[config.mk]
export PLATFORM = sky130hd
export DESIGN_NAME = rule110_sequencer
export DESIGN_NICKNAME = d
export VERILOG_FILES = /design/src/rtl/rule110_pkg.sv /design/src/rtl/rule110_blk_ctr.sv /design/src/rtl/rule110_sequencer.sv
export SDC_FILE = /design/constraint.sdc
export NUM_CORES = 1
export LEC_CHECK = 0
export ABC_CLOCK_PERIOD_IN_PS = 4000
export CORE_AREA = 5 5 69 102
export CTS_CLUSTER_DIAMETER = 60
export DETAILED_ROUTE_END_ITERATION = 12
export DIE_AREA = 0 0 74 107
export PLACE_DENSITY = 0.87
export RECOVER_POWER = 50
export SLEW_MARGIN = 20
export SYNTH_ARGS = -nofsm -noshare
export SYNTH_HDL_FRONTEND = slang
export SYNTH_SLANG_ARGS = --single-unit
[constraint.sdc]
create_clock -name clk -period 4 [get_ports clk]
set_input_delay 0.6 -clock clk [delete_from_list [all_inputs] [get_ports clk]]
set_output_delay 0.6 -clock clk [all_outputs]
set_load 0.02 [all_outputs]
[src/rtl/rule110_pkg.sv]
// Shared encodings for the rule110 host sequencer: command opcodes, FSM states, block width.
package rule110_pkg;

    localparam int CELLS_PER_BLOCK = 8;

    typedef enum logic [1:0] {
        OP_NOP  = 2'd0,
        OP_LOAD = 2'd1,
        OP_RUN  = 2'd2,
        OP_DUMP = 2'd3
    } op_e;

    typedef enum logic [2:0] {
        IDLE,
        LOAD,
        LOAD_WR,
        RUN,
        DUMP_ADDR,
        DUMP_OUT
    } state_e;

endpackage

[src/rtl/rule110_blk_ctr.sv]
// Block address counter shared by LOAD and DUMP; wraps to 0 after the final block.
module rule110_blk_ctr #(
    parameter int NUM_BLOCKS = 32,
    parameter int ADDR_W     = 6
) (
    input  logic              clk,
    input  logic              reset,
    input  logic              clr,
    input  logic              inc,
    output logic [ADDR_W-1:0] addr,
    output logic              last
);

    logic [ADDR_W-1:0] addr_q;
    logic [ADDR_W-1:0] addr_d;

    assign last = (addr_q == ADDR_W'(NUM_BLOCKS - 1));
    assign addr = addr_q;

    always_comb begin
        addr_d = addr_q;
        if (clr) begin
            addr_d = '0;
        end else if (inc) begin
            addr_d = last ? '0 : addr_q + ADDR_W'(1);
        end
    end

    always_ff @(posedge clk) begin
        if (reset) begin
            addr_q <= '0;
        end else begin
            addr_q <= addr_d;
        end
    end

endmodule

[src/rtl/rule110_sequencer.sv]
// Host-side LOAD / RUN / DUMP controller for the rule110 cell array; all outputs registered.
// Optional macro RULE110_SEQ_AUTODUMP_EN: a finished RUN flows straight into a full DUMP.
module rule110_sequencer
    import rule110_pkg::*;
#(
    parameter int NUM_BLOCKS = 32,
    parameter int ADDR_W     = 6,
    parameter int GEN_W      = 16
) (
    input  logic                       clk,
    input  logic                       reset,
    input  logic                       cmd_valid,
    output logic                       cmd_ready,
    input  logic [1:0]                 cmd_op,
    input  logic [GEN_W-1:0]           cmd_gens,
    input  logic                       in_valid,
    output logic                       in_ready,
    input  logic [CELLS_PER_BLOCK-1:0] in_data,
    output logic                       out_valid,
    input  logic                       out_ready,
    output logic [CELLS_PER_BLOCK-1:0] out_data,
    output logic                       out_last,
    output logic                       ca_we_n,
    output logic                       ca_halt_n,
    output logic [ADDR_W-1:0]          ca_addr,
    output logic [CELLS_PER_BLOCK-1:0] ca_data_in,
    input  logic [CELLS_PER_BLOCK-1:0] ca_data_out,
    output logic                       busy,
    output logic [GEN_W-1:0]           gen_count
);

    state_e                       state_q, state_d;
    logic                         cmd_ready_q, cmd_ready_d;
    logic                         in_ready_q, in_ready_d;
    logic                         out_valid_q, out_valid_d;
    logic [CELLS_PER_BLOCK-1:0]   out_data_q, out_data_d;
    logic                         out_last_q, out_last_d;
    logic                         ca_we_n_q, ca_we_n_d;
    logic                         ca_halt_n_q, ca_halt_n_d;
    logic [CELLS_PER_BLOCK-1:0]   ca_data_in_q, ca_data_in_d;
    logic                         busy_q, busy_d;
    logic [GEN_W-1:0]             gen_count_q, gen_count_d;
    logic [GEN_W-1:0]             gens_left_q, gens_left_d;

    logic                         blk_clr;
    logic                         blk_inc;
    logic                         blk_last;
    logic [ADDR_W-1:0]            blk_addr;

    // The counter flop itself is the registered ca_addr.
    rule110_blk_ctr #(
        .NUM_BLOCKS(NUM_BLOCKS),
        .ADDR_W    (ADDR_W)
    ) u_blk_ctr (
        .clk  (clk),
        .reset(reset),
        .clr  (blk_clr),
        .inc  (blk_inc),
        .addr (blk_addr),
        .last (blk_last)
    );

    always_comb begin
        state_d      = state_q;
        out_valid_d  = out_valid_q;
        out_data_d   = out_data_q;
        out_last_d   = out_last_q;
        ca_we_n_d    = 1'b1;
        ca_halt_n_d  = 1'b0;
        ca_data_in_d = ca_data_in_q;
        gen_count_d  = gen_count_q;
        gens_left_d  = gens_left_q;
        blk_clr      = 1'b0;
        blk_inc      = 1'b0;

        case (state_q)
            IDLE: begin
                if (cmd_valid) begin
                    case (op_e'(cmd_op))
                        OP_LOAD: begin
                            state_d = LOAD;
                            blk_clr = 1'b1;
                        end
                        OP_RUN: begin
                            if (cmd_gens != '0) begin
                                state_d     = RUN;
                                gens_left_d = cmd_gens;
                                ca_halt_n_d = 1'b1;
                            end else begin
`ifdef RULE110_SEQ_AUTODUMP_EN
                                state_d = DUMP_ADDR;
                                blk_clr = 1'b1;
`endif
                            end
                        end
                        OP_DUMP: begin
                            state_d = DUMP_ADDR;
                            blk_clr = 1'b1;
                        end
                        default: ;
                    endcase
                end
            end
            LOAD: begin
                if (in_valid && in_ready_q) begin
                    state_d      = LOAD_WR;
                    ca_data_in_d = in_data;
                    ca_we_n_d    = 1'b0;
                end
            end
            LOAD_WR: begin
                blk_inc = 1'b1;
                if (blk_last) begin
                    state_d     = IDLE;
                    gen_count_d = '0;
                end else begin
                    state_d = LOAD;
                end
            end
            RUN: begin
                if (gen_count_q != '1) begin
                    gen_count_d = gen_count_q + GEN_W'(1);
                end
                gens_left_d = gens_left_q - GEN_W'(1);
                if (gens_left_q == GEN_W'(1)) begin
`ifdef RULE110_SEQ_AUTODUMP_EN
                    state_d = DUMP_ADDR;
                    blk_clr = 1'b1;
`else
                    state_d = IDLE;
`endif
                end else begin
                    ca_halt_n_d = 1'b1;
                end
            end
            DUMP_ADDR: begin
                // ca_data_out is combinational from ca_addr, so it is valid in this cycle.
                state_d     = DUMP_OUT;
                out_data_d  = ca_data_out;
                out_valid_d = 1'b1;
                out_last_d  = blk_last;
            end
            DUMP_OUT: begin
                if (out_ready) begin
                    out_valid_d = 1'b0;
                    out_last_d  = 1'b0;
                    if (out_last_q) begin
                        state_d = IDLE;
                    end else begin
                        blk_inc = 1'b1;
                        state_d = DUMP_ADDR;
                    end
                end
            end
            default: state_d = IDLE;
        endcase

        cmd_ready_d = (state_d == IDLE);
        busy_d      = (state_d != IDLE);
        in_ready_d  = (state_d == LOAD);
    end

    always_ff @(posedge clk) begin
        if (reset) begin
            state_q      <= IDLE;
            cmd_ready_q  <= 1'b1;
            in_ready_q   <= 1'b0;
            out_valid_q  <= 1'b0;
            out_data_q   <= '0;
            out_last_q   <= 1'b0;
            ca_we_n_q    <= 1'b1;
            ca_halt_n_q  <= 1'b0;
            ca_data_in_q <= '0;
            busy_q       <= 1'b0;
            gen_count_q  <= '0;
            gens_left_q  <= '0;
        end else begin
            state_q      <= state_d;
            cmd_ready_q  <= cmd_ready_d;
            in_ready_q   <= in_ready_d;
            out_valid_q  <= out_valid_d;
            out_data_q   <= out_data_d;
            out_last_q   <= out_last_d;
            ca_we_n_q    <= ca_we_n_d;
            ca_halt_n_q  <= ca_halt_n_d;
            ca_data_in_q <= ca_data_in_d;
            busy_q       <= busy_d;
            gen_count_q  <= gen_count_d;
            gens_left_q  <= gens_left_d;
        end
    end

    assign cmd_ready  = cmd_ready_q;
    assign in_ready   = in_ready_q;
    assign out_valid  = out_valid_q;
    assign out_data   = out_data_q;
    assign out_last   = out_last_q;
    assign ca_we_n    = ca_we_n_q;
    assign ca_halt_n  = ca_halt_n_q;
    assign ca_addr    = blk_addr;
    assign ca_data_in = ca_data_in_q;
    assign busy       = busy_q;
    assign gen_count  = gen_count_q;

endmodule

==> results.txt, run 1 <==
----------------------------------------------------
[Routing]
  Count of antenna-violating nets left after detailed routing ... 0
  Count of unresolved DRC violations after routing ... 0
  1st-iter DRT viols ... between 150 and 200
  Drt total wl ... 7820 microns
  Routed WL per cell ... 15.5 microns
  Average vias per placed instance ... 5.85
  Router iterations before antenna repair ... 5
  Via count ... 2952

[Final layout]
  Inserted Diodes ... 0
  Share of cells above drive strength 1 ... 6.73%
  Number of filler cells placed in the layout ... 497
  Layout area overhead ... 35.2%
  Sequential standard cell area ... between 1000 and 1500 sq um
  Final instance area ... 4070 sq um
  Area of combinational cells with multiple inputs ... 1630 sq um
  NumNets Final ... 470

[Critical path]
  Maximum net fanout on the critical path ... 20
  Setup crit end ... gens_left_q[14]$_SDFFE_PP0P_
  Required time of the worst setup path ... 4.20 ns
  Crit path from ... state_q[0]$_SDFF_PP0_
  End of the worst register-to-register path ... gens_left_q[14]$_SDFFE_PP0P_
  Depth of the worst register-to-register path ... 5
  Worst Path Class, Setup ... reg2reg
  Worst Setup End Kind ... flip-flop
  Data arrival time at the worst-slack endpoint ... 2.81 ns
  Nature of the critical path startpoint ... flip-flop
  Reg2reg start ... state_q[0]$_SDFF_PP0_
  Slack of the worst reg-to-reg path ... 1.39 ns

[Placed design]
  Routability congestion estimate from global placement ... 0.851
  HPWL after DPL ... 5810 microns
  Post-place instance area ... 3870 sq um
  Port Buffers ... 83

[Floorplanning]
  Core Rows ... 35
  Die Wd ... about 74 microns
  Core Box Area ... approximately 6100 sq um
  I/O Pins ... 84
  Die outline area ... between 7000 and 8000 sq um
  Effective utilization at floorplan ... 49.4%
  Floorplan die height ... 107 microns

[Yosys]
  Number of distinct library cells after synthesis ... 55
  Average cell area after synthesis ... 8.62 sq um
  Total nets after synthesis ... 392
  Synthesis-stage register bit count ... 64
  Top FF cell, synth ... dfxtp_1
  Share of the synthesized area in the top cell type ... between 40% and 50%
  Post-synth top area cell ... dfxtp_1
  Number of enable-type register cells in the synthesized netlist ... 0
  Most frequent cell after synthesis ... dfxtp_1
  Cell area after synthesis ... 3010 sq um
  Top cells by instance count after synthesis ... dfxtp_1, nor2_1, a21oi_1
  Gate Count Post-Synth ... 349
  Synth async-reset ratio ... 0%
  Yosys warns ... 0
  Top post-synthesis cells by area ... dfxtp_1, a21oi_1, nor2_1
  Proportion of synthesized chip area in sequential cells ... between 40% and 50%

[Global routing]
  Layer with the highest usage after global routing ... met2
  First-pass GRT wire length ... 12800 microns
  Met1 capacity usage during global routing ... 22.6%
  Gr usage total ... about 20%
  Global-route track usage on met3 ... 3.00%
  Initial antenna violation count ... 0
  Maximum number of pins on one net before global-route repair ... 42
  Global-route track usage on met2 ... ~36%
  Via count of the first global-routing pass ... 2838
  Aggregate global routing overflow ... 0

[Pwr]
  Reg power frac ... 47.0%
  Switching Fraction ... 24.4%
  Leakage ... 1.61 nW
  IR Drop Worst-Case VDD ... 0.000375 V
  Net load switching power ... 0.357 mW
  Power density over the cells ... 358 nW/um^2
  Clock Power Share ... between 30% and 40%
  Logic pwr share ... 13.2%
  Internal cell power ... 1.10 mW

[Hold path]
  Worst hold path depth ... 2
  Path type of the worst min-delay path ... reg2reg

[Outcome]
  Outcome ... finished clean

[Clocking]
  Post-cts repair resize count ... 0
  Clock Path Buffers ... 2
  Clock Latency Late Sink ... 0.33 ns
  Clock-pin transition on the worst setup and hold timing paths ... 0.07 ns
  Clock buffer count from CTS ... 9
  Setup Fix Bufs, Post-CTS ... 0
  Clock sink count ... 64
  Library cell used as clock root buffer ... clkbuf_8
  Depth of the CTS H-tree ... 3
  TritonCTS clock tree ... built
  Hold bufs inserted after CTS ... 0

[STA]
  Maximum clock skew at final layout ... around 0.0083 ns
  Pins over their slew limit ... 0
  Post-route clock period utilization ... 65.3%
  Transition time at the pin with the least slew margin ... 0.711 ns
  Unrepaired setup endpoints after global routing ... false
  Minimum clock period ... 2.61 ns
  Total negative slack for setup checks ... 0 ns
  Hold violation total from the final report ... 0
  Peak Freq ... ~380 MHz
  Slew margin rel. ... 52.4%
  Setup-failing EPs final ... 0

[Job]
  Max_cap viols ... 0

----------------------------------------------------
worst max-delay path, cell delays in order, from the launching register on:
cell      delay [ns]
dfxtp_1         0.76
and3b_1         0.48
nand3b_1        0.35
or3_1           0.47
o311ai_1        0.30
a21oi_1         0.11
placed cells by master, fill, tap and decap left out, types with 4 or more instances in the layout:
| cell | instances |
|---|---|
| dfxtp_1 | 64 |
| dlygate4sd3_1 | 42 |
| clkdlybuf4s50_1 | 41 |
| nor2_1 | 38 |
| a21oi_1 | 35 |
| nand2_1 | 27 |
| o21ai_0 | 16 |
| nand3_1 | 13 |
| mux2i_1 | 10 |
| xor2_1 | 9 |
| clkbuf_8 | 9 |
| nand4_1 | 8 |
| nor4_1 | 8 |
| a31oi_1 | 8 |
| or3_1 | 8 |
| inv_1 | 6 |
| nor3_1 | 6 |
| o211ai_1 | 5 |
| nand2b_1 | 4 |
| xnor2_1 | 4 |
| ha_1 | 4 |
power groups by stage:
| stage | clock, mW | combinational [mW] | sequential [mW] |
|---|---|---|---|
| floorplan | 0 | 0.102 | 0.703 |
| global placement | 0 | 0.191 | 0.699 |
| detailed placement | 0 | 0.195 | 0.700 |
| CTS | 0.595 | 0.197 | 0.686 |
| global route | 0.625 | 0.209 | 0.689 |
| finish | 0.580 | 0.192 | 0.686 |
how the worst min path moves through the flow:
stage / startpoint / end / slack, ns
floorplan: gens_left_q[14]$_SDFFE_PP0P_ / gens_left_q[14]$_SDFFE_PP0P_ / 0.45
global placement: gens_left_q[14]$_SDFFE_PP0P_ / gens_left_q[14]$_SDFFE_PP0P_ / 0.46
detailed placement: out_data[7]$_SDFFE_PP0P_ / out_data[7]$_SDFFE_PP0P_ / 0.47
CTS: out_data[7]$_SDFFE_PP0P_ / out_data[7]$_SDFFE_PP0P_ / 0.48
global route: out_data[7]$_SDFFE_PP0P_ / out_data[7]$_SDFFE_PP0P_ / 0.51
finish: out_data[7]$_SDFFE_PP0P_ / out_data[7]$_SDFFE_PP0P_ / 0.48
flip-flops by register name, indices dropped and copies added (netlist names):
name / flops
state_q: 3
in_ready: 1
out_valid: 1
gens_left_q: 16
u_blk_ctr.addr: 6
busy: 1
ca_data_in: 8
out_last: 1
ca_we_n: 1
cmd_ready: 1
gen_count: 16
ca_halt_n: 1
out_data: 8
metrics by stage:
step           total power, mW  util [%]  setup WS (ns)  std cells  hold WS, ns
2_1_floorplan            0.805         -           2.03        349        0.448
3_3_place_gp             0.890      63.6           1.21        490        0.460
3_5_place_dp             0.896      63.6           1.15        490        0.468
4_1_cts                   1.48      66.9           1.42        505        0.480
5_1_grt                   1.52      66.8           1.25        505        0.506
6_report                  1.46      66.8           1.39        505        0.475
area by class of cell:
type | instances | area share (%)
Multi-Input combinational cell | 262 | 40.1
Timing Repair Buffer | 84 | 20.6
Clock inverter | 4 | 1.72
Inverter | 6 | 0.554
Tap cell | 74 | 2.28
Sequential cell | 64 | 31.5
Clock buffer | 11 | 3.23
cell families after synthesis:
family / synth area share [%]
compound gates: 20.6
xor+xnor: 3.78
fa+ha+maj: 1.66
buf+inv: 2.95
flops: 42.6
mux: 3.70
simple gates: 24.7
per-layer routing:
layer / vias up / part of all wire [%]
li1: 1447 / -
met1: 1386 / 39
met2: 100 / 53
met3: 19 / 5.6
met4: 0 / 2.4
met5: - / 0
(Power assumes the default switching activity.)
==> inputs of run 2 (changes only) <==
- ABC_CLOCK_PERIOD_IN_PS: 4000 -> 2400
- CORE_AREA: 5 5 69 102 -> 5 5 75 111
- DIE_AREA: 0 0 74 107 -> 0 0 80 116
- PLACE_DENSITY: 0.87 -> 0.78
- clock period: 4 -> 2.4 ns (I/O delays scaled with it)
==> run 2 against run 1 <==
Effect of this change:
- first-iteration DRC count down 11%
- count of clock-buffer cells in the layout decreased by 1
- global-route usage decreased by 2.4 points
- largest power group unchanged
==> results.txt, run 2 (same netlist as run 1, synthesis figures left out) <==
----------------------------------------------------
[Pwr]
  IR Drop Worst-Case VDD ... 0.000304 V (-19%)
  Logic pwr share ... 15.3% (+2.1 points)
  Reg power frac ... 49.8% (+2.8 points)
  Switching Fraction ... 27.9% (+3.4 points)
  Clock Power Share ... 34.9% (-4.9 points)
  Leakage ... 1.64 nW (+2.2%)
  Power density over the cells ... 546 nW/um^2 (+52%)
  Net load switching power ... 0.635 mW (+78%)
  Internal cell power ... 1.64 mW (+49%)

[Final layout]
  Share of cells above drive strength 1 ... 9.44% (+2.7 points)
  Inserted Diodes ... 0 (unchanged)
  Share of the core filled with cells ... 57.7% (-9.2 points)
  Commonest non-fill, non-tap cell in the layout ... dfxtp_1
  NumNets Final ... 483 (+2.8%)
  Most used cells in the layout excluding fill and tap cells ... dfxtp_1, clkdlybuf4s50_1, dlygate4sd3_1
  Cell Count, Final, Fillers Out ... 545 (+7.9%)
  Layout area overhead ... 38.5%
  Final instance area ... 4170 sq um (+2.5%)

[Routing]
  1st-iter DRT viols ... 159 (-11%)
  Routed WL per cell ... 14.8 microns (-4.7%)
  Drt total wl ... 8050 microns (+2.9%)
  Via count ... 2976 (+0.81%)
  Count of unresolved DRC violations after routing ... 0 (unchanged)
  Router iterations before antenna repair ... 4 (-1)
  Average vias per placed instance ... 5.46 (-6.6%)
  Count of antenna-violating nets left after detailed routing ... 0 (unchanged)

[STA]
  Slew margin rel. ... 50.5% (-1.9 points)
  Total negative slack for setup checks ... 0 ns (unchanged)
  Hold violation total from the final report ... 0 (unchanged)
  Transition time at the pin with the least slew margin ... 0.742 ns (+0.0308 ns)
  Setup-failing EPs final ... 0 (unchanged)
  Maximum clock skew at final layout ... 0.0104 ns (+0.00210 ns)
  Minimum clock period ... 2.22 ns (-0.389 ns)
  Pins over their slew limit ... 0 (unchanged)
  Unrepaired setup endpoints after global routing ... false
  Post-route clock period utilization ... 92.6% (+27 points)
  Peak Freq ... 450 MHz (+17%)

[Global routing]
  Gr usage total ... 17.8% (-2.4 points)
  First-pass GRT wire length ... 13200 microns (+3.0%)
  Initial antenna violation count ... 0 (unchanged)
  Via count of the first global-routing pass ... 2874 (+1.3%)
  Maximum number of pins on one net before global-route repair ... 23 (-45%)
  Aggregate global routing overflow ... 0 (unchanged)

[Floorplanning]
  I/O Pins ... 84 (unchanged)
  Effective utilization at floorplan ... 41.6% (-7.8 points)
  Core Box Area ... 7230 sq um (+19%)
  Floorplan die height ... 116 microns (+8.4%)
  Die Wd ... 80 microns (+8.1%)
  Core Rows ... 38 (+8.6%)
  Die outline area ... 9280 sq um (+17%)

[Critical path]
  Crit path largest cell delay ... 0.44 ns (-0.32 ns)
  Required time of the worst setup path ... 2.63 ns (-1.57 ns)
  End of the worst register-to-register path ... in_ready$_SDFF_PP0_
  Slack of the worst reg-to-reg path ... 0.18 ns (-1.21 ns)
  Worst Setup End Kind ... flip-flop
  Crit path from ... gens_left_q[0]$_SDFFE_PP0P_
  Reg2reg start ... gens_left_q[0]$_SDFFE_PP0P_
  Worst Path Class, Setup ... reg2reg
  Maximum net fanout on the critical path ... 5 (-75%)
  Setup crit end ... in_ready$_SDFF_PP0_
  Depth of the worst register-to-register path ... 6 (+1)
  Slowest library cell on the worst path ... or3b_2
  Worst path cell trace ... ha_1, or3b_2, nor4_1, a2bb2oi_2, a31oi_1, and4_1
  Data arrival time at the worst-slack endpoint ... 2.45 ns (-0.36 ns)
  Nature of the critical path startpoint ... flip-flop

[Clocking]
  Hold bufs inserted after CTS ... 0 (unchanged)
  TritonCTS clock tree ... built
  Clock Latency Late Sink ... 0.34 ns (about the same)
  Depth of the CTS H-tree ... 3 (unchanged)
  Clock Path Buffers ... 2 (unchanged)
  Clock buffer count from CTS ... 9 (unchanged)
  Post-cts repair resize count ... 0 (unchanged)
  Setup Fix Bufs, Post-CTS ... 0 (unchanged)
  Library cell used as clock root buffer ... clkbuf_8
  Clock sink count ... 64 (unchanged)
  Clock-pin transition on the worst setup and hold timing paths ... 0.07 ns (about the same)

[Placed design]
  Port Buffers ... 83 (unchanged)
  Placed Cells incl. Taps ... 529 (+8.0%)
  Post-place instance area ... 4020 sq um (+3.7%)
  Routability congestion estimate from global placement ... 0.862 (+1.3%)
  HPWL after DPL ... 6060 microns (+4.3%)

[Hold path]
  Start point of the worst min-delay path ... out_data[4]$_SDFFE_PP0P_
  Path type of the worst min-delay path ... reg2reg

[Outcome]
  Outcome ... finished clean

[Job]
  Max_cap viols ... 0 (unchanged)

----------------------------------------------------
[run 2: stage by stage]
| step | setup WS [ns] | power, mW | hold WS (ns) |
|---|---|---|---|
| after CTS | 0.175 | 2.31 | 0.481 |
| after global placement | 0.170 | 1.51 | 0.460 |
| after floorplan | 0.427 | 1.34 | 0.448 |
| after global routing | 0.0148 | 2.39 | 0.497 |
| final | 0.178 | 2.28 | 0.476 |
| after detailed placement | 0.128 | 1.51 | 0.469 |
[run 2: area by class of cell]
class / count / area, sq um
Multi-Input combinational cell: 262 / 1640
Clock buffer: 10 / 128
Sequential cell: 64 / 1280
Fill cell: 696 / 3060
Timing Repair Buffer: 97 / 937
Tap cell: 100 / 125
Inverter: 6 / 22.5
Clock inverter: 6 / 36.3
[run 2: power groups by stage]
stage,Sequential [mW],Combinational [mW],Clock [mW]
3_5_place_dp,1.16,0.357,0
4_1_cts,1.13,0.359,0.819
2_1_floorplan,1.17,0.170,0
3_3_place_gp,1.16,0.350,0
6_report,1.13,0.347,0.795
5_1_grt,1.14,0.378,0.871
[run 2: metal layers]
layer	global-route usage, %	share of wire [%]
met1	19.9	40
met2	30.8	52
met3	3.65	5.1
met4	10.3	3.5
met5	0	0
[run 2: worst min-delay path by stage]
stage          slack [ns]  cells past startpoint                      endpoint
2_1_floorplan        0.45                      2  gens_left_q[14]$_SDFFE_PP0P_
3_3_place_gp         0.46                      2      out_data[7]$_SDFFE_PP0P_
3_5_place_dp         0.47                      2      out_data[0]$_SDFFE_PP0P_
4_1_cts              0.48                      2      out_data[0]$_SDFFE_PP0P_
5_1_grt              0.50                      2      out_data[0]$_SDFFE_PP0P_
6_report             0.48                      2      out_data[4]$_SDFFE_PP0P_
[run 2: critical path, delay by kind of cell (launching register included)]
family	cells	cell delay (ns)
flops	1	0.40
compound gates	2	0.43
simple gates	3	1.09
fa+ha+maj	1	0.19
